`config.mk`:
```
export PLATFORM = sky130hd
export DESIGN_NAME = grayscale_stream_converter_flat
export DESIGN_NICKNAME = d
export VERILOG_FILES = /design/src/rtl/gray_pkg.sv /design/src/rtl/grayscale_stream_converter_if.sv /design/src/rtl/gray_pixel_core.sv /design/src/rtl/grayscale_stream_converter.sv /design/src/flat_wrapper.sv
export SDC_FILE = /design/constraint.sdc
export NUM_CORES = 2
export LEC_CHECK = 0
export CORE_MARGIN = 10
export CORE_UTILIZATION = 65
export DETAILED_ROUTE_END_ITERATION = 12
export PLACE_DENSITY = 0.84
export SLEW_MARGIN = 0
export SYNTH_ARGS = -nofsm -noshare
export SYNTH_HDL_FRONTEND = slang
export SYNTH_SLANG_ARGS = --single-unit
```
`constraint.sdc`:
```
create_clock -name clk -period 31.5 [get_ports clk]
set_input_delay 7.875 -clock clk [delete_from_list [all_inputs] [get_ports clk]]
set_output_delay 7.875 -clock clk [all_outputs]
set_load 0.01 [all_outputs]
```
`src/rtl/gray_pkg.sv`:
```
// Shared definitions for the streaming grayscale converter:
// mode encodings and fixed-point luma constants.
package gray_pkg;

  typedef enum logic [1:0] {
    MODE_AVG  = 2'd0,
    MODE_LUMA = 2'd1,
    MODE_MAX  = 2'd2,
    MODE_INV  = 2'd3
  } gray_mode_e;

  localparam int LUMA_R         = 77;
  localparam int LUMA_G         = 150;
  localparam int LUMA_B         = 29;
  localparam int LUMA_RND       = 128;
  localparam int COEF_SHIFT_DEF = 8;

endpackage

```
`src/rtl/grayscale_stream_converter_if.sv`:
```
// Beat-level handshake bundle between the window fetcher,
// the grayscale converter and the kernel filter stages.
interface grayscale_stream_converter_if #(
  parameter int BPP        = 8,
  parameter int NUM_PIXELS = 9
);

  logic [1:0]                  mode;
  logic                        in_valid;
  logic                        in_ready;
  logic [NUM_PIXELS*3*BPP-1:0] in_rgb;
  logic                        out_valid;
  logic                        out_ready;
  logic [NUM_PIXELS*BPP-1:0]   out_gray;
  logic [1:0]                  out_mode;

  modport slave (
    input  mode, in_valid, in_rgb, out_ready,
    output in_ready, out_valid, out_gray, out_mode
  );

  modport master (
    output mode, in_valid, in_rgb, out_ready,
    input  in_ready, out_valid, out_gray, out_mode
  );

endinterface

```
`src/rtl/gray_pixel_core.sv`:
```
// Per-pixel two-stage datapath: stage 1 forms sum/weighted
// sum/max, stage 2 divides, shifts or inverts to a gray value.
module gray_pixel_core
  import gray_pkg::*;
#(
  parameter int BPP        = 8,
  parameter int COEF_SHIFT = COEF_SHIFT_DEF
) (
  input  logic             clk,
  input  logic             reset,
  input  logic             i_ld1,
  input  logic             i_ld2,
  input  gray_mode_e       i_mode,
  input  gray_mode_e       i_s1_mode,
  input  logic [3*BPP-1:0] i_rgb,
  output logic [BPP-1:0]   o_gray
);

  // Wide enough for the weighted sum, whose peak is M << COEF_SHIFT.
  localparam int W1 = BPP + COEF_SHIFT + 1;
  localparam logic [BPP-1:0] MAXG = BPP'((1 << BPP) - 1);

  logic [BPP-1:0] w_r;
  logic [BPP-1:0] w_g;
  logic [BPP-1:0] w_b;
  logic [BPP-1:0] w_max;
  logic [W1-1:0]  w_s1_next;
  logic [W1-1:0]  r_s1;
  logic [W1-1:0]  w_avg;
  logic [W1-1:0]  w_luma;
  logic [BPP-1:0] w_gray;
  logic [BPP-1:0] r_gray;

  assign w_r = i_rgb[3*BPP-1 -: BPP];
  assign w_g = i_rgb[2*BPP-1 -: BPP];
  assign w_b = i_rgb[BPP-1:0];

  always_comb begin
    w_max = w_r;
    if (w_g > w_max) w_max = w_g;
    if (w_b > w_max) w_max = w_b;
  end

  always_comb begin
    w_s1_next = '0;
    unique case (i_mode)
      MODE_AVG, MODE_INV:
        w_s1_next = W1'(w_r) + W1'(w_g) + W1'(w_b);
      MODE_LUMA:
        w_s1_next = W1'(LUMA_R) * W1'(w_r)
                  + W1'(LUMA_G) * W1'(w_g)
                  + W1'(LUMA_B) * W1'(w_b);
      MODE_MAX:
        w_s1_next = W1'(w_max);
      default:
        w_s1_next = '0;
    endcase
  end

  always_ff @(posedge clk) begin
    if (reset) begin
      r_s1 <= '0;
    end else if (i_ld1) begin
      r_s1 <= w_s1_next;
    end
  end

  // Constant divide by 3 is exact integer floor division.
  assign w_avg  = r_s1 / W1'(3);
  assign w_luma = (r_s1 + W1'(LUMA_RND)) >> COEF_SHIFT;

  always_comb begin
    w_gray = '0;
    unique case (i_s1_mode)
      MODE_AVG:  w_gray = BPP'(w_avg);
      MODE_LUMA: w_gray = (w_luma > W1'(MAXG)) ? MAXG
                                               : BPP'(w_luma);
      MODE_MAX:  w_gray = BPP'(r_s1);
      MODE_INV:  w_gray = MAXG - BPP'(w_avg);
      default:   w_gray = '0;
    endcase
  end

  always_ff @(posedge clk) begin
    if (reset) begin
      r_gray <= '0;
    end else if (i_ld2) begin
      r_gray <= w_gray;
    end
  end

  assign o_gray = r_gray;

endmodule

```
`src/rtl/grayscale_stream_converter.sv`:
```
// Streaming RGB-to-gray converter: two-stage pipeline with
// per-beat mode and full valid/ready backpressure.
module grayscale_stream_converter
  import gray_pkg::*;
#(
  parameter int BIT_PER_PIXEL = 8,
  parameter int NUM_PIXELS    = 9,
  parameter int COEF_SHIFT    = COEF_SHIFT_DEF
) (
  input logic                          clk,
  input logic                          reset,
  grayscale_stream_converter_if.slave  bus
);

  localparam int BPP = BIT_PER_PIXEL;

  logic       r_s1_valid;
  logic       r_out_valid;
  gray_mode_e r_s1_mode;
  gray_mode_e r_out_mode;
  gray_mode_e w_in_mode;
  logic       w_en1;
  logic       w_en2;
  logic       w_acc;
  logic       w_ld2;

  logic [NUM_PIXELS*BPP-1:0] w_gray;

  assign w_en2       = !r_out_valid || bus.out_ready;
  assign w_en1       = !r_s1_valid || w_en2;
  assign bus.in_ready = w_en1 && !reset;
  assign w_acc       = bus.in_valid && bus.in_ready;
  assign w_ld2       = w_en2 && r_s1_valid;
  assign w_in_mode   = gray_mode_e'(bus.mode);

  always_ff @(posedge clk) begin
    if (reset) begin
      r_s1_valid  <= 1'b0;
      r_out_valid <= 1'b0;
      r_s1_mode   <= MODE_AVG;
      r_out_mode  <= MODE_AVG;
    end else begin
      if (w_en1) r_s1_valid  <= w_acc;
      if (w_acc) r_s1_mode   <= w_in_mode;
      if (w_en2) r_out_valid <= r_s1_valid;
      if (w_ld2) r_out_mode  <= r_s1_mode;
    end
  end

  for (genvar i = 0; i < NUM_PIXELS; i++) begin : g_px
    gray_pixel_core #(
      .BPP       (BPP),
      .COEF_SHIFT(COEF_SHIFT)
    ) u_core (
      .clk      (clk),
      .reset    (reset),
      .i_ld1    (w_acc),
      .i_ld2    (w_ld2),
      .i_mode   (w_in_mode),
      .i_s1_mode(r_s1_mode),
      .i_rgb    (bus.in_rgb[3*BPP*i +: 3*BPP]),
      .o_gray   (w_gray[BPP*i +: BPP])
    );
  end

  assign bus.out_valid = r_out_valid;
  assign bus.out_mode  = r_out_mode;
  assign bus.out_gray  = w_gray;

endmodule
```
`src/flat_wrapper.sv`:
```
// flat-port wrapper written by rule: the top's interface ports become plain ports
module grayscale_stream_converter_flat import gray_pkg::*;
#(
  parameter int BIT_PER_PIXEL = 8,
  parameter int NUM_PIXELS    = 9,
  parameter int COEF_SHIFT    = COEF_SHIFT_DEF
)
  (clk, reset, bus_mode, bus_in_valid, bus_in_rgb, bus_out_ready, bus_in_ready, bus_out_valid, bus_out_gray, bus_out_mode);
  grayscale_stream_converter_if #(.NUM_PIXELS(NUM_PIXELS)) bus_i ();
  input logic clk;
  input logic reset;
  input wire logic [$bits(bus_i.mode)-1:0] bus_mode;
  input wire logic [$bits(bus_i.in_valid)-1:0] bus_in_valid;
  input wire logic [$bits(bus_i.in_rgb)-1:0] bus_in_rgb;
  input wire logic [$bits(bus_i.out_ready)-1:0] bus_out_ready;
  output wire logic [$bits(bus_i.in_ready)-1:0] bus_in_ready;
  output wire logic [$bits(bus_i.out_valid)-1:0] bus_out_valid;
  output wire logic [$bits(bus_i.out_gray)-1:0] bus_out_gray;
  output wire logic [$bits(bus_i.out_mode)-1:0] bus_out_mode;
  assign bus_i.mode = bus_mode;
  assign bus_i.in_valid = bus_in_valid;
  assign bus_i.in_rgb = bus_in_rgb;
  assign bus_i.out_ready = bus_out_ready;
  assign bus_in_ready = bus_i.in_ready;
  assign bus_out_valid = bus_i.out_valid;
  assign bus_out_gray = bus_i.out_gray;
  assign bus_out_mode = bus_i.out_mode;
  grayscale_stream_converter #(.BIT_PER_PIXEL(BIT_PER_PIXEL), .NUM_PIXELS(NUM_PIXELS), .COEF_SHIFT(COEF_SHIFT)) u_core (.clk(clk), .reset(reset), .bus(bus_i));
endmodule
```
After elaboration in Yosys (flattened, before gate mapping)
Cells that the tools add are included.
- output and inout bits: 76
- input bits: 222
- logic and storage cells: 201
- register bits: 231
- equality and inequality tests: 6
- multiply operators: 27
- $lt $le $gt $ge: 27
- add/sub/neg operators: 54
- mux-type cells: 45
- reduce and logical (&&, ||, !) cells: 11
- divide/modulo/power cells: 9
- operators by type and width (operator ; number):
    17-bit one-hot mux with 3 select lines ; 9
    8-bit one-hot mux with 4 select lines ; 9
    7-bit by 8-bit multiplier with 15-bit output (first input constant) ; 18
    8-bit 2-to-1 mux ; 27
    15-bit by 16-bit adder with 17-bit output ; 9
    17-bit by 13-bit adder with 17-bit output ; 9
    17-bit by 8-bit adder with 17-bit output (second input constant) ; 9
    17-bit by 2-bit divider with 17-bit output (second input constant) ; 9
    8-bit greater-than comparator ; 18
    5-bit by 8-bit multiplier with 13-bit output (first input constant) ; 9
    9-bit by 8-bit adder with 10-bit output ; 9
    8-bit by 8-bit adder with 9-bit output ; 9
    9-bit by 8-bit greater-than comparator with 1-bit output (second input constant) ; 9
    8-bit subtractor (first input constant) ; 9
    2-bit equality test (second input constant) ; 4
    2-bit by 1-bit equality test with 1-bit output (second input constant) ; 2
    2-bit logical NOT ; 2
    1-bit logical AND ; 3
    1-bit logical NOT ; 3
    1-bit logical OR ; 2
    2-bit OR reduction ; 1

Depth between registers and ports, before layout
- depth in word-level cells: 5
- mapped depth: 46
- gate-level depth less buffers: 38

Cells and area by module
Synthesis repeated with hierarchy kept, for this count alone.
- cells, all modules: 11366
- area, all modules: 87337.5 um^2
- modules (own cells, without submodules) (module ; times used ; cells an instance ; seq. area each (um^2) ; area an instance (um^2)):
    gray_pixel_core (u_core.g_px[6].u_core ...) ; 2 ; 1248 ; 500.5 ; 9525.4
    gray_pixel_core (u_core.g_px[0].u_core ...) ; 2 ; 1251 ; 500.5 ; 9502.9
    gray_pixel_core (u_core.g_px[5].u_core) ; 1 ; 1322 ; 500.5 ; 10009.6
    gray_pixel_core (u_core.g_px[8].u_core) ; 1 ; 1281 ; 500.5 ; 9919.5
    gray_pixel_core (u_core.g_px[3].u_core) ; 1 ; 1271 ; 500.5 ; 9888.2
    gray_pixel_core (u_core.g_px[4].u_core) ; 1 ; 1258 ; 500.5 ; 9670.5
    gray_pixel_core (u_core.g_px[1].u_core) ; 1 ; 1208 ; 500.5 ; 9521.6
    grayscale_stream_converter ; 1 ; 28 ; 120.1 ; 271.5

Worst setup path after synthesis
No wires, ideal clock.
- kind: input to output
- from: input port bus_out_ready
- to: output port bus_in_ready
- path slack: 15383 ps
- buffers on the path: 0
- stages on the path: 2
- arrival time: 8242 ps
- required time: 23625 ps
- cell sequence: nor2b_1 > a21oi_1
- cells in the longest elaborated chain, start to end: 3
- RTL lines (element ; RTL line ; text):
    from (decl) ; flat_wrapper.sv:15 ; input wire logic [$bits(bus_i.out_ready)-1:0] bus_out_ready;
    1-bit logical OR ; grayscale_stream_converter.sv:29 ; assign w_en2 = !r_out_valid || bus.out_ready;
    1-bit logical OR ; grayscale_stream_converter.sv:30 ; assign w_en1 = !r_s1_valid || w_en2;
    1-bit logical AND ; grayscale_stream_converter.sv:31 ; assign bus.in_ready = w_en1 && !reset;
    to (decl) ; flat_wrapper.sv:16 ; output wire logic [$bits(bus_i.in_ready)-1:0] bus_in_ready;
Every way passes these cells.

Final worst setup path
Same ends and word-level chain as after synthesis.

==> qor.yml <==
status: "completed"
cp.required_ps: 23630
cts_hold_buffers: 0
clock-sinks: 231
rsz0062_at_grt: "false"
fmax_mhz: 57.9
netlist_area_sq_um: 84600
grt_pass1_vias: 82547
slew_headroom: 0.0878
grt_pass1_wl_um: 438000
crit_top_cell: "clkdlybuf4s50_1"
routed_wl_um: 274000
antenna_found_initial: 12
synth_area_leaders: "ha_1 (15%), fa_1 (14%), inv_1 (5.8%), dfxtp_1 (5.5%), a21oi_1 (4.4%)"
seq_area_sq_um: 4630
routedWlPerCell_um: 21.4
pin_count: 298
critPathArrivalTime_ps: 9410
numCtsBuffers: 35
critical_path.cell_chain: "clkdlybuf4s50_1 -> nor2b_1 -> a21oi_1 -> clkdlybuf4s50_1"
finalCriticalPeriod_ps: 17280
num-fill-cells: 10755
drc: 0
synth_nets: 13003
startpoint_type: "primary input"
cp-end-kind: "output pin"
grt_max_degree: 126
first_iter_violations: 9228
final-hold-violation-count: 0
die_w_um: 381
slowest_stage: "clkdlybuf4s50_1"
synth-edff-count: 0
overflow: 0
criticalPathCategory: "in -> out"
async_flop_share: 0
place.gp.congestion: 1.01
syn-instance-count: 11159
clock_path_buffers: 3
drive_gt1_frac: 0.0507
cts_max_level: 2
yosysWarnings: 0
fin_skew_ps: 34.8
via_count: 86871
finalNetCount: 12903
drv_cap: 0
synth_seq_area_share: 0.0547
hpwl_um: 219000
area_growth_syn_to_layout_pct: 5.69
synth_cell_types: 161
cts_resized: 0
post_cts_buffers: 0
clk-insertion-delay-late_ps: 620
worst_pin_slew_ps: 1360
clk_pin_slew_worst_paths_ps: 60
die_area_sq_um: 145000
cts-root-buf: "clkbuf_16"
setup_viol: 0
slew_viol_final: 0
synth_top_area_cell: "ha_1"
drt_first_pass_iters: 9
die_y_um: 381
grt_usage: 0.358
syn_area_per_cell_sq_um: 7.58
avgViaCountPerCell: 6.77
synth_top_area_frac: 0.153
max_stage_delay_ps: 620
synth_seq_cells: 231
fin_setup_tns_ps: 0
crit_path_max_fanout: 5
start_util: 0.654
hold_class: "reg -> reg"
synthFlopType: "dfxtp_1"
multiInputGateArea_sq_um: 72800
std_cell_rows: 132
cts_tree: "yes"
ant_nets: 0
min_period_over_period: 0.549
portBuffers: 297
core_sq_um: 129000
## cell usage in the layout, fill, tap and decap left out, types with 263 or more instances in the layout
cell,synthesis,final
nand3_1,299,299
xnor2_1,388,388
ha_1,1037,1035
clkdlybuf4s50_1,0,296
nor3_1,263,263
nand2_1,782,781
inv_1,1302,1302
fa_1,585,585
a21oi_1,750,750
o21ai_0,563,563
nor2_1,830,829
## layout make-up
cell class | instances | share of cell area
inverter | 1331 | 0.0559
sequential | 231 | 0.0518
timing repair buffer | 362 | 0.0389
clock inverter | 27 | 0.00392
clock buffer | 36 | 0.00984
tap | 1742 | 0.0244
multi-input combinational | 9098 | 0.815
antenna | 7 | 0.000196
## sequential cells by signal (all words and copies together), names as in the netlist
register                   count
u_core.g_px.u_core.o_gray     72
u_core.bus.out_valid           1
u_core.bus.out_mode            2
u_core.r_s1_valid              1
u_core.r_s1_mode               2
u_core.g_px.u_core.r_s1      153
## kinds of logic (layout without fill, tap and decap cells)
family          after synthesis  count (layout)  synth area share
other cells                   0               7                 0
compound gates             3414            3414             0.283
buf+inv                    1830            1756            0.0846
mux                         209             209            0.0268
fa+ha+maj                  1630            1630             0.293
flops                       231             231            0.0547
xor+xnor                    560             560            0.0587
simple gates               3285            3285             0.199
## synthesized netlist by cell type, drive strengths merged (66+ instances only)
cell / instances
a21oi: 758
dfxtp: 231
mux2i: 148
nand2: 785
o211ai: 145
nor2b: 91
a221oi: 81
buf: 148
nor3: 285
clkbuf: 349
or2: 94
xnor2: 392
and2: 94
o22ai: 71
ha: 1037
a31oi: 133
o31ai: 93
a211oi: 159
or3: 116
a311oi: 66
o21a: 94
fa: 585
o21ai: 640
a22oi: 113
nor4: 133
nand4: 93
o221ai: 72
inv: 1305
a21o: 204
nand3: 304
o21bai: 132
xor2: 167
and3: 97
nor2: 840
nand2b: 140
## per-layer routing
metal	GRT usage	vias up	wire (um)
li1	-	40320	-
met1	0.491	41551	115000
met2	0.548	4418	118000
met3	0.0965	574	33200
met4	0.102	8	8010
met5	0	-	57
## worst paths after layout
check                            startpoint                         endpoint  slack [ps]  cells after the start
max                           bus_out_ready                     bus_in_ready       14220                      4
min                  u_core.bus.out_mode[1]           u_core.bus.out_mode[1]         450                      2
max reg2reg  u_core.g_px[0].u_core.r_s1[16]  u_core.g_px[0].u_core.o_gray[0]       18010                     36
min reg2reg          u_core.bus.out_mode[1]           u_core.bus.out_mode[1]         450                      2
## worst max-delay path, delay by kind of cell
kind | cells | cell delay [ps]
AOI/OAI and AO/OA | 1 | 360
and+or+nand+nor | 1 | 100
buffers and inverters | 2 | 1080
## per-stage QoR
stage | worst slack (ps) | area, sq um | hold slack, ps | util | std cells
2_1_floorplan | 15380 | 84600 | 471 | - | 11159
3_3_place_gp | 14230 | 88100 | 442 | 0.681 | 12764
3_5_place_dp | 14230 | 88100 | 447 | 0.681 | 12764
4_1_cts | 14220 | 89300 | 455 | 0.691 | 12827
5_1_grt | 14090 | 89400 | 471 | 0.691 | 12830
6_report | 14220 | 89400 | 454 | 0.691 | 12834
Power is not shown: default switching activity piles up to over one toggle a cycle in this logic, so the estimate is an artifact.
